## config.mk

```make
export PLATFORM = sky130hd
export DESIGN_NAME = rf_write_scheduler
export DESIGN_NICKNAME = d
export VERILOG_FILES = /design/src/rtl/rf_write_scheduler.sv
export SDC_FILE = /design/constraint.sdc
export NUM_CORES = 1
export LEC_CHECK = 0
export ABC_AREA = 1
export CORE_MARGIN = 4
export CORE_UTILIZATION = 45
export DETAILED_ROUTE_END_ITERATION = 7
export GPL_TIMING_DRIVEN = 0
export HOLD_SLACK_MARGIN = 0.1
export PLACE_DENSITY = 0.71
export REMOVE_ABC_BUFFERS = 1
export SETUP_SLACK_MARGIN = 0.2
export SYNTH_ARGS = -nofsm -noshare
export SYNTH_HDL_FRONTEND = slang
export SYNTH_SLANG_ARGS = --single-unit
```

## constraint.sdc

```tcl
create_clock -name clk -period 4.11 [get_ports clk]
set_clock_uncertainty 0.05 [all_clocks]
set_input_delay 0.6165 -clock clk [delete_from_list [all_inputs] [get_ports clk]]
set_output_delay 0.6165 -clock clk [all_outputs]
set_load 0.005 [all_outputs]
```

## src/rtl/rf_write_scheduler.sv

```systemverilog
// Write-port owner for the 8x8 register file: round-robin arbitration among
// writeback requesters plus a zero-fill clear sequence, with registered rf_* outputs.
module rf_write_scheduler #(
    parameter int NREQ  = 3,
    parameter int NREGS = 8,
    parameter int DW    = 8
) (
    input  logic                    clk,
    input  logic                    rst_n,
    input  logic [NREQ-1:0]         req_valid,
    output logic [NREQ-1:0]         req_ready,
    input  logic [NREQ*3-1:0]       req_addr,
    input  logic [NREQ*DW-1:0]      req_data,
    input  logic                    clear_start,
    output logic                    clear_busy,
    output logic                    clear_done,
    output logic                    rf_regWrite,
    output logic [2:0]              rf_writeReg,
    output logic [DW-1:0]           rf_writeData,
    output logic                    fsm_state
);

    localparam int AW = 3;
    localparam int PW = (NREQ > 2) ? 2 : 1;

    // Handshake: a requester holds req_valid/addr/data stable until the cycle in
    // which req_ready is also high; that cycle is the accept, and the write is
    // presented on rf_* in the following cycle.

    typedef enum logic {
        IDLE  = 1'b0,
        CLEAR = 1'b1
    } state_t;

    state_t          state;
    state_t          state_next;
    logic [PW-1:0]   rr_ptr;
    logic [AW-1:0]   clr_cnt;
    logic            accept;
    logic [PW-1:0]   win_idx;
    logic [AW-1:0]   sel_addr;
    logic [DW-1:0]   sel_data;
    logic            clr_last;

    assign clr_last   = (clr_cnt == AW'(NREGS - 1));
    assign clear_busy = rst_n && (state == CLEAR);
    assign fsm_state  = state;

    always_comb begin
        int idx;
        idx        = 0;
        state_next = state;
        req_ready  = '0;
        accept     = 1'b0;
        win_idx    = '0;
        sel_addr   = '0;
        sel_data   = '0;
        if (rst_n) begin
            case (state)
                IDLE: begin
                    if (clear_start) begin
                        // clear pre-empts every pending request this cycle
                        state_next = CLEAR;
                    end else begin
                        for (int k = 0; k < NREQ; k++) begin
                            idx = (int'(rr_ptr) + k) % NREQ;
                            if (!accept && req_valid[idx]) begin
                                accept         = 1'b1;
                                win_idx        = PW'(idx);
                                req_ready[idx] = 1'b1;
                                sel_addr       = req_addr[AW*idx +: AW];
                                sel_data       = req_data[DW*idx +: DW];
                            end
                        end
                    end
                end
                CLEAR: begin
                    if (clr_last) begin
                        state_next = IDLE;
                    end
                end
                default: state_next = IDLE;
            endcase
        end
    end

    always_ff @(posedge clk) begin
        if (!rst_n) begin
            state        <= IDLE;
            rr_ptr       <= '0;
            clr_cnt      <= '0;
            rf_regWrite  <= 1'b0;
            rf_writeReg  <= '0;
            rf_writeData <= '0;
            clear_done   <= 1'b0;
        end else begin
            state       <= state_next;
            rf_regWrite <= 1'b0;
            clear_done  <= 1'b0;
            if (state == CLEAR) begin
                rf_regWrite  <= 1'b1;
                rf_writeReg  <= clr_cnt;
                rf_writeData <= '0;
                if (clr_last) begin
                    clr_cnt    <= '0;
                    clear_done <= 1'b1;
                end else begin
                    clr_cnt <= clr_cnt + 1'b1;
                end
            end else if (clear_start) begin
                clr_cnt <= '0;
            end else if (accept) begin
                rf_regWrite  <= 1'b1;
                rf_writeReg  <= sel_addr;
                rf_writeData <= sel_data;
                rr_ptr       <= (win_idx == PW'(NREQ - 1)) ? '0 : win_idx + 1'b1;
            end
        end
    end

endmodule

```

Yosys cells after proc, flatten, opt, wreduce, memory -nomap -nowiden
Index checks and enable logic that the tools add are counted.
{"block": "op_classes", "n_addsub": 4, "shift": 6, "n_eq_ne": 3, "n_lt_le_gt_ge": 6, "multipliers": 3, "n_bitwise": 5, "div_mod_pow": 3, "n_reduce_logical": 15, "mux": 65}
{"operator": "greater-or-equal comparator 32 x 1 -> 1 bit (second input constant)", "n": 3}
{"operator": "< comparator 32 x 4 -> 1 bit (second input constant)", "n": 3}
{"operator": "multiplier 3 x 32 -> 32 bit (first input constant)", "n": 3}
{"operator": "variable part select 24 x 32 -> 8 bit", "n": 3}
{"operator": "variable part select 9 x 32 -> 3 bit", "n": 3}
{"operator": "modulo 32 x 3 -> 32 bit (second input constant)", "n": 2}
{"operator": "two-way mux 3 bit", "n": 21}
{"operator": "modulo 3 x 3 -> 32 bit (second input constant)", "n": 1}
{"operator": "two-way mux 1 bit", "n": 27}
{"operator": "two-way mux 8 bit", "n": 3}
{"operator": "two-way mux 2 bit", "n": 7}
{"operator": "binary-select mux 1 bit (select 2 bit)", "n": 3}
{"operator": "demux 1 bit (select 2 bit)", "n": 3}
{"operator": "logical AND 1 bit", "n": 6}
{"operator": "bitwise OR 3 bit", "n": 2}
{"operator": "AND reduction 2 bit", "n": 3}
{"operator": "nonzero test 2 bit", "n": 2}
{"operator": "adder 2 x 1 -> 3 bit (second input constant)", "n": 1}
{"operator": "adder 2 x 2 -> 3 bit (second input constant)", "n": 1}
{"operator": "adder 3 x 1 -> 3 bit (second input constant)", "n": 1}
{"operator": "equality test 3 bit (second input constant)", "n": 1}
{"operator": "inverter 1 bit", "n": 3}
{"operator": "AND reduction 3 bit", "n": 1}
{"operator": "adder 2 x 1 -> 2 bit (second input constant)", "n": 1}
{"operator": "5 further kinds", "n": 6}
{"block": "word_totals", "output_inout_bits": 18, "ff_bits": 19, "word_cells": 117, "in_bits": 39}

Depth between registers and ports, before layout
Gate-level depths: netlist of run 1.
{"block": "depth", "depth_word": 23, "depth_mapped": 24, "depth_no_buf": 23}

Worst setup path after synthesis of run 1
No wires, ideal clock.
{"block": "synth_timing", "kind": "register -> register", "start": "register rr_ptr[0]", "end": "register rf_writeReg[2]", "path_buffers": 1, "arrival_ps": 3264, "required_time_ps": 3990, "period_less_slack_ps": 3384, "slack_ps": 726, "setup_time_ps": 70, "path_stages_with_launch": 20, "cell_sequence": "dfxtp_1 inv_1 ha_1 buf_2 or2_2 nand2_1 xor2_1 ha_1 ha_1 a21oi_1 nand2_1 nand2_2 nand2_4 nor3_2 inv_2 a21oi_2 nand3_1 nand2_1 nand3_1 a21oi_1"}
{"block": "synth_via", "elab_chain_cells": 22, "elab_cells_between_ends": 44, "cone_classes": "2 x add/sub; 3 x mul; 3 x div; 3 x shift; 27 x mux; 6 x reduce/logical"}
{"item": "start: declaration", "line": "37", "rtl": "logic [PW-1:0] rr_ptr;"}
{"item": "start signal: assignment", "line": "116", "rtl": "rr_ptr <= (win_idx == PW'(NREQ - 1)) ? '0 : win_idx + 1'b1;"}
{"item": "branches (longest 22 deep; another with modulo 32 x 3 -> 32 bit)"}
{"item": "end signal: assignment", "line": "102", "rtl": "rf_writeReg <= clr_cnt;"}
{"item": "end signal: assignment", "line": "114", "rtl": "rf_writeReg <= sel_addr;"}
{"item": "end: declaration", "line": "18", "rtl": "output logic [2:0] rf_writeReg,"}
Several ways; the timed one is not identified. The select of a mux whose other input is x is not followed.
A chain may end at the register's enable or synchronous reset.

Worst setup path after layout of run 1
{"block": "layout_timing", "start": "register rr_ptr[0]", "end": "output req_ready[0]"}
{"block": "layout_via", "elab_chain_cells": 20, "elab_cells_between_ends": 55, "cone_classes": "2 x add/sub; 3 x div; 6 x order compare; 35 x mux; 2 x bitwise; 7 x reduce/logical"}
{"item": "branches (longest 16 deep; another with modulo 32 x 3 -> 32 bit)"}
{"item": "two-way mux 3 bit *", "line": "67", "rtl": "if (!accept && req_valid[idx]) begin"}
{"item": "two-way mux 3 bit *", "line": "61", "rtl": "if (clear_start) begin"}
{"item": "two-way mux 3 bit *", "line": "59", "rtl": "case (state)"}
{"item": "two-way mux 3 bit *", "line": "58", "rtl": "if (rst_n) begin"}
{"item": "end: declaration", "line": "11", "rtl": "output logic [NREQ-1:0] req_ready,"}
Every way passes the cells marked *. The select of a mux whose other input is x is not followed.

==> results of run 1 <==
## metal layers
metal  up-vias  track usage (%)  part of all wire (%)
li1       1696                -                     -
met1      1560             33.3                    41
met2       233             42.7                    46
met3        26             3.04                    11
met4         0             7.93                   2.1
met5         -                0                     0
## worst reg2reg max path: stages (launching register included)
cell and delay, ns:
dfxtp_2 0.46, inv_1 0.20, ha_4 0.23, inv_2 0.31, nor2_4 0.09, nand2_1 0.13
xor2_2 0.26, ha_1 0.28, ha_1 0.34, a21oi_1 0.21, nand2_1 0.10, nand2_2 0.16
nand2_4 0.11, nor3_2 0.19, nand2_1 0.08, o21ai_0 0.07, nand2_1 0.09, nand2_1 0.06
nand3_1 0.09, a21oi_1 0.15
## registers in the layout, summed over array words and instances (netlist names)
signal and flops:
rr_ptr 2, fsm_state 1, rf_writeReg 3, clr_cnt 3
rf_regWrite 1, clear_done 1, rf_writeData 8
## report_power, final
part	internal [uW]	switching (uW)
Clock	67.7	72.2
Sequential	201	12.2
Combinational	223	341
## metrics by stage
stage	setup TNS, ns	power [uW]	hold slack [ns]	setup WS (ns)	cell area (um^2)
floorplan	0	556	0.414	0.342	2700
global placement	-2.27	726	0.439	-0.564	3350
detailed placement	-2.65	731	0.452	-0.640	3350
CTS	0	892	0.465	0.222	3490
global route	0	980	0.492	0.171	3530
finish	0	916	0.463	0.339	3530
## cell usage after synthesis, types with 2 or more instances
cell type,number
clkbuf_1,5
nor3_1,3
inv_1,63
buf_4,3
o21ai_0,42
nor2_1,26
a31oi_1,6
fa_1,2
nor2_2,4
nand3_2,2
xor2_1,2
o21ai_1,10
o22ai_1,2
inv_2,9
o21bai_1,6
nand4_1,12
nor2_4,3
a21oi_1,36
nand2_1,107
o221ai_1,13
buf_2,5
dfxtp_1,19
a41oi_1,2
ha_1,19
nand2_4,3
nand3_1,36
nand2_2,6
nor4_1,2
a211oi_1,2
## cell families after synthesis
kind of cell	after synthesis	synth area share [%]
fa+ha+maj	21	9.99
xor+xnor	3	0.945
buf+inv	88	12.8
flops	19	13.7
simple gates	209	35.4
compound gates	126	27.2
## layout make-up
type / instances / area share, %
Multi-Input combinational cell: 359 / 59.7
Inverter: 73 / 7.90
Tap cell: 75 / 2.66
Clock inverter: 1 / 0.142
Sequential cell: 19 / 10.8
Clock buffer: 3 / 1.17
Timing Repair Buffer: 64 / 17.6
## how the worst max path moves through the flow
stage	start	end	slack, ns	depth (start not counted)
finish	rr_ptr[0]$_SDFFE_PN0P_	req_ready[0]	0.34	13
floorplan	rr_ptr[1]$_SDFFE_PN0P_	rf_writeReg[2]$_SDFFE_PN0P_	0.34	19
global placement	rr_ptr[1]$_SDFFE_PN0P_	rf_writeReg[2]$_SDFFE_PN0P_	-0.56	19
global route	rr_ptr[1]$_SDFFE_PN0P_	rf_writeReg[0]$_SDFFE_PN0P_	0.17	21
CTS	rr_ptr[1]$_SDFFE_PN0P_	req_ready[2]	0.22	11
detailed placement	rr_ptr[1]$_SDFFE_PN0P_	rf_writeReg[2]$_SDFFE_PN0P_	-0.64	19
## what timing repair did
| item | 4_1_cts | 5_1_grt |
|---|---|---|
| setup endpoints to repair | 6 | 6 |
| buffers inserted | 5 | 3 |
| pin swaps | 2 | 0 |
| resized for setup | 9 | 7 |
==> results.sh, run 1 <==
export IMPL_outcome="finished, final reports clean"
export IMPL_num_vias=3515
export IMPL_fin_util_pct=59.3
export IMPL_min_path_type="reg2reg"
export IMPL_drive_gt1_share_pct=10.6
export IMPL_crit_path_frequent_cell="nor2_4"
export IMPL_r2r_end="rf_writeReg[0]$_SDFFE_PN0P_"
export IMPL_grt_max_degree=21
export IMPL_routed_wl_mm=9.64
export IMPL_clk_latency_ns=0.26
export IMPL_slew_headroom_pct=68.9
export IMPL_num_rows=28
export IMPL_placed_cells=582
export IMPL_cp_end_kind="primary output"
export IMPL_fmax_mhz=265
export IMPL_grt_first_pass_wirelength_mm=15.4
export IMPL_critPathTopFamily="buffers and inverters"
export IMPL_syn_instance_count=466
export IMPL_maxCapViolCount=0
export IMPL_synth_warnings=0
export IMPL_ys_ff_latch=19
export IMPL_min_period_ns=3.77
export IMPL_cp_slowest_stage_delay_ns=0.45
export IMPL_synthesis_area_um2=2780
export IMPL_multi_input_area_um2=2110
export IMPL_cts_tree="done"
export IMPL_fill_cells=627
export IMPL_async_reset_ff_share_pct=0
export IMPL_worst_path_max_delay_cell="clkdlybuf4s50_1"
export IMPL_cts_root_buf="clkbuf_8"
export IMPL_worstPathMaxFanout=20
export IMPL_gp_congestion=0.927
export IMPL_worstHoldPathCells=2
export IMPL_die_y_um=86.6
export IMPL_setup_violations_final=0
export IMPL_wl_per_cell_um=16.2
export IMPL_hold_viol_final=0
export IMPL_h_tree_depth=1
export IMPL_timing_critical_path_buf_inv=5
export IMPL_coreArea_um2=5960
export IMPL_synth_top_cell_by_area="nand2_1"
export IMPL_dp_hpwl_mm=6.79
export IMPL_r2r_setup_slack_ns=0.41
export IMPL_post_route_period_util_pct=91.8
export IMPL_io_pins=57
export IMPL_worst_slew_pin_transition_ns=0.465
export IMPL_numClockSinks=19
export IMPL_track_usage_pct=25.2
export IMPL_crit_arrival_ns=3.10
export IMPL_stdcell_count=594
export IMPL_grt_pass1_vias=3265
export IMPL_mostFrequentLayoutCell="nand2_1"
export IMPL_yosysUniqueCellTypes=45
export IMPL_synth_top_cell_area_share_pct=14.4
export IMPL_holdCritStartpoint="rf_writeData[1]$_SDFFE_PP0P_"
export IMPL_rsz0062_at_grt="true"
export IMPL_yosys_most_used_dff="dfxtp_1"
export IMPL_synth_area_leaders="nand2_1 14%, dfxtp_1 14%, ha_1 8.6%"
export IMPL_route_detailed_drc=0
export IMPL_antenna_found_initial=0
export IMPL_required_ns=3.44
export IMPL_drt_first_iter_violations=288
export IMPL_worstHoldEndpoint="rf_writeData[1]$_SDFFE_PP0P_"
export IMPL_syn2layout_area_growth_pct=27.0
export IMPL_powerDensity_nw_per_um2=259
export IMPL_worst_setup_path_type="reg2out"
export IMPL_port_buffers=56
export IMPL_p_leak_uw=0.00158
export IMPL_cts_made_buffers=3
export IMPL_first_pass_iters=5
export IMPL_ctsLongestPathBuffers=2
export IMPL_die_width_um=86.6
export IMPL_r2r_start="rr_ptr[1]$_SDFFE_PN0P_"
export IMPL_final_cell_mix="107 x nand2_1, 63 x inv_1, 56 x clkdlybuf4s50_1"
export IMPL_crit_chain="inv_1 > ha_4 > inv_4 > nor2_4 > nand2_1 > o211ai_4 > buf_4 > nor2_4 > nand2_2 > inv_2 > a21oi_1 > nor2_1 > clkdlybuf4s50_1"
export IMPL_synth_edf_count=0
export IMPL_nets=580
export IMPL_maxSlewViolCount=0
export IMPL_clkTransAtPathRegs_ns=0.08
export IMPL_start_kind="flip-flop"
export IMPL_holdBufCountCts=0
export IMPL_peakVddDrop_uv=159
export IMPL_die_area_um2=7500
export IMPL_antenna_cells=0
export IMPL_ant_nets=0
export IMPL_avgSynthCellArea_um2=5.97
export IMPL_synth_seq_area_share_pct=13.7
export IMPL_seq_area_um2=383
export IMPL_grt_overflow=0
export IMPL_via_per_inst=5.92
export IMPL_rr_worst_depth=19
export IMPL_start_util_pct=46.7
No activity file was read; power rests on OpenSTA's default activity.
==> inputs of run 2 (changes only) <==
--- a/config.mk
+++ b/config.mk
@@ -6,8 +6,9 @@
 export NUM_CORES = 1
 export LEC_CHECK = 0
 export ABC_AREA = 1
-export CORE_MARGIN = 4
+export CORE_MARGIN = 2
 export CORE_UTILIZATION = 45
+export CTS_CLUSTER_DIAMETER = 30
 export DETAILED_ROUTE_END_ITERATION = 7
 export GPL_TIMING_DRIVEN = 0
 export HOLD_SLACK_MARGIN = 0.1
==> constraint.sdc (replaced) <==
create_clock -name clk -period 4.11 [get_ports clk]
set_clock_uncertainty 0.05 [all_clocks]
set_input_delay 0.411 -clock clk [delete_from_list [all_inputs] [get_ports clk]]
set_output_delay 0.411 -clock clk [all_outputs]
set_load 0.005 [all_outputs]
==> run 2 against run 1 <==
Count of clock-buffer cells in the layout unchanged. Via count decreased by 2.7%. First-iteration DRC count grew 3.1%. Die area shrank 9.0%. Combinational power down 3%. Sequential cell count did not move. Final cell count decreased by 0.34%. Worst hold slack got worse by 0.0081 ns. Largest cell class unchanged. Largest power group unchanged.
==> results.sh, run 2 (synthesis gave the netlist of run 1 again) <==
export IMPL_outcome="finished, final reports clean"
export IMPL_peakVddDrop_uv=179
export IMPL_track_usage_pct=27.1
export IMPL_cts_root_buf="clkbuf_8"
export IMPL_die_area_um2=6820
export IMPL_slew_headroom_pct=68.4
export IMPL_syn2layout_area_growth_pct=26.1
export IMPL_crit_arrival_ns=3.78
export IMPL_startpoint="rr_ptr[0]$_SDFFE_PN0P_"
export IMPL_combPwrFrac_pct=60.8
export IMPL_cts_tree="done"
export IMPL_start_kind="flip-flop"
export IMPL_worstPathMaxFanout=20
export IMPL_totalPowerFinal_uw=897
export IMPL_p_leak_uw=0.00157
export IMPL_worst_path_max_delay_cell="dfxtp_2"
export IMPL_powerDensity_nw_per_um2=256
export IMPL_maxCapViolCount=0
export IMPL_num_rows=28
export IMPL_fin_util_pct=58.9
export IMPL_post_route_period_util_pct=88.3
export IMPL_coreArea_um2=5960
export IMPL_stdcell_count=592
export IMPL_clkTransAtPathRegs_ns=0.08
export IMPL_placed_cells=582
export IMPL_gp_congestion=0.933
export IMPL_p_clk_share_pct=15.5
export IMPL_start_util_pct=46.7
export IMPL_clk_latency_ns=0.26
export IMPL_io_pins=57
export IMPL_die_width_um=82.6
export IMPL_nets=578
export IMPL_first_pass_iters=5
export IMPL_grt_pass1_vias=3138
export IMPL_fmax_mhz=275
export IMPL_dp_hpwl_mm=6.59
export IMPL_rsz0062_at_grt="true"
export IMPL_hold_viol_final=0
export IMPL_cp_end_kind="flip-flop"
export IMPL_finalSetupTns_ns=0
export IMPL_p_seq_share_pct=23.7
export IMPL_min_period_ns=3.63
export IMPL_cts_made_buffers=3
export IMPL_drive_gt1_share_pct=10.1
export IMPL_p_int_uw=485
export IMPL_crit_chain="inv_1 > ha_4 > or2_2 > nand2_1 > xor2_2 > ha_1 > ha_1 > a21oi_1 > nand2_1 > nand2_2 > nand2_4 > nor3_2 > inv_2 > a21oi_2 > nand3_1 > nand2_1 > nand3_1 > a21oi_1"
export IMPL_switching_power_uw=412
export IMPL_numClockSinks=19
export IMPL_die_y_um=82.6
export IMPL_via_per_inst=5.78
export IMPL_grt_first_pass_wirelength_mm=14.4
export IMPL_ctsLongestPathBuffers=2
export IMPL_wl_per_cell_um=15.2
export IMPL_endpoint="rf_writeReg[2]$_SDFFE_PN0P_"
export IMPL_r2r_end="rf_writeReg[2]$_SDFFE_PN0P_"
export IMPL_largest_reg_flops=8
export IMPL_finalHoldWorstSlack_ns=0.455
export IMPL_crit_path_frequent_cell="nand2_1"
export IMPL_maxSlewViolCount=0
export IMPL_rr_worst_depth=18
export IMPL_antenna_cells=0
export IMPL_h_tree_depth=1
export IMPL_worst_slew_pin_transition_ns=0.471
export IMPL_cp_slowest_stage_delay_ns=0.42
export IMPL_regMostFlops="rf_writeData"
export IMPL_ant_nets=0
export IMPL_route_detailed_drc=0
export IMPL_largestRegisters="rf_writeData: 8 flops, clr_cnt: 3 flops, rf_writeReg: 3 flops"
export IMPL_holdBufCountCts=0
export IMPL_grt_overflow=0
export IMPL_drt_first_iter_violations=297
export IMPL_r2r_start="rr_ptr[0]$_SDFFE_PN0P_"
export IMPL_grt_max_degree=27
export IMPL_setup_violations_final=0
export IMPL_worst_setup_path_type="reg2reg"
export IMPL_mostFrequentLayoutCell="nand2_1"
export IMPL_num_vias=3420
export IMPL_required_ns=4.26
export IMPL_r2r_setup_slack_ns=0.48
export IMPL_antenna_found_initial=0
export IMPL_final_cell_mix="107 x nand2_1, 63 x inv_1, 56 x clkdlybuf4s50_1"
export IMPL_port_buffers=56
export IMPL_min_path_type="reg2reg"
export IMPL_routed_wl_mm=9.02
export IMPL_p_sw_share_pct=45.9
run 2: changes by cell type in the layout (fill, tap and decap cells not counted):
cell,delta
buf_4,-2
a21oi_1,+1
a21oi_2,-1
inv_2,+1
inv_4,-1
nand2_2,+1
nand2_4,-1
run 2: what timing repair did:
item | 4_1_cts | 5_1_grt
setup buffers | 1 | 5
endpoints found under the setup margin | 6 | 6
pin swaps | 0 | 3
gates resized for setup | 8 | 5
run 2: metal layers:
| metal | global-route usage (%) | vias to the layer above | share of wire, % | wire (um) |
|---|---|---|---|---|
| li1 | - | 1700 | - | - |
| met3 | 2.50 | 26 | 8.9 | 801 |
| met5 | 0 | - | 0 | 0 |
| met4 | 10.3 | 0 | 2.9 | 266 |
| met1 | 34.7 | 1497 | 43 | 3860 |
| met2 | 47.0 | 197 | 45 | 4100 |
run 2: how the worst min path moves through the flow:
| stage | endpoint | slack [ns] | cells past startpoint | startpoint |
|---|---|---|---|---|
| floorplan | clr_cnt[1]$_SDFFE_PN0N_ | 0.41 | 2 | clr_cnt[1]$_SDFFE_PN0N_ |
| global placement | clr_cnt[1]$_SDFFE_PN0N_ | 0.44 | 2 | clr_cnt[1]$_SDFFE_PN0N_ |
| detailed placement | clr_cnt[2]$_SDFFE_PN0N_ | 0.45 | 2 | clr_cnt[2]$_SDFFE_PN0N_ |
| CTS | clr_cnt[2]$_SDFFE_PN0N_ | 0.46 | 2 | clr_cnt[2]$_SDFFE_PN0N_ |
| global route | rf_writeData[5]$_SDFFE_PP0P_ | 0.50 | 2 | rf_writeData[5]$_SDFFE_PP0P_ |
| finish | clr_cnt[2]$_SDFFE_PN0N_ | 0.46 | 2 | clr_cnt[2]$_SDFFE_PN0N_ |
run 2: area by class of cell:
type	count	area (um^2)
fill	625	2450
sequential	19	383
inverter	73	277
clock buffer	3	41.3
multi-input combinational	359	2100
tap	75	93.8
clock inverter	1	5.00
timing repair buffer	62	606
run 2: power by group through the flow:
| stage | Sequential (uW) | Clock (uW) | Combinational, uW |
|---|---|---|---|
| final | 213 | 139 | 546 |
| after global routing | 215 | 144 | 602 |
| after CTS | 212 | 138 | 527 |
| after detailed placement | 216 | 0 | 513 |
| after global placement | 215 | 0 | 509 |
| after floorplan | 215 | 0 | 341 |
run 2: through the flow:
step           instance area [um^2]  setup slack [ns]
3_5_place_dp                   3350            -0.639
5_1_grt                        3510             0.188
4_1_cts                        3460             0.197
6_report                       3510             0.479
2_1_floorplan                  2700             0.342
3_3_place_gp                   3350            -0.522
run 2: critical path, delay by kind of cell, from the launching register on:
kind / cells / cell delay [ns]
fa+ha+maj: 3 / 0.89
flops: 1 / 0.42
xor+xnor: 1 / 0.25
simple gates: 9 / 1.26
compound gates: 3 / 0.47
buf+inv: 2 / 0.22
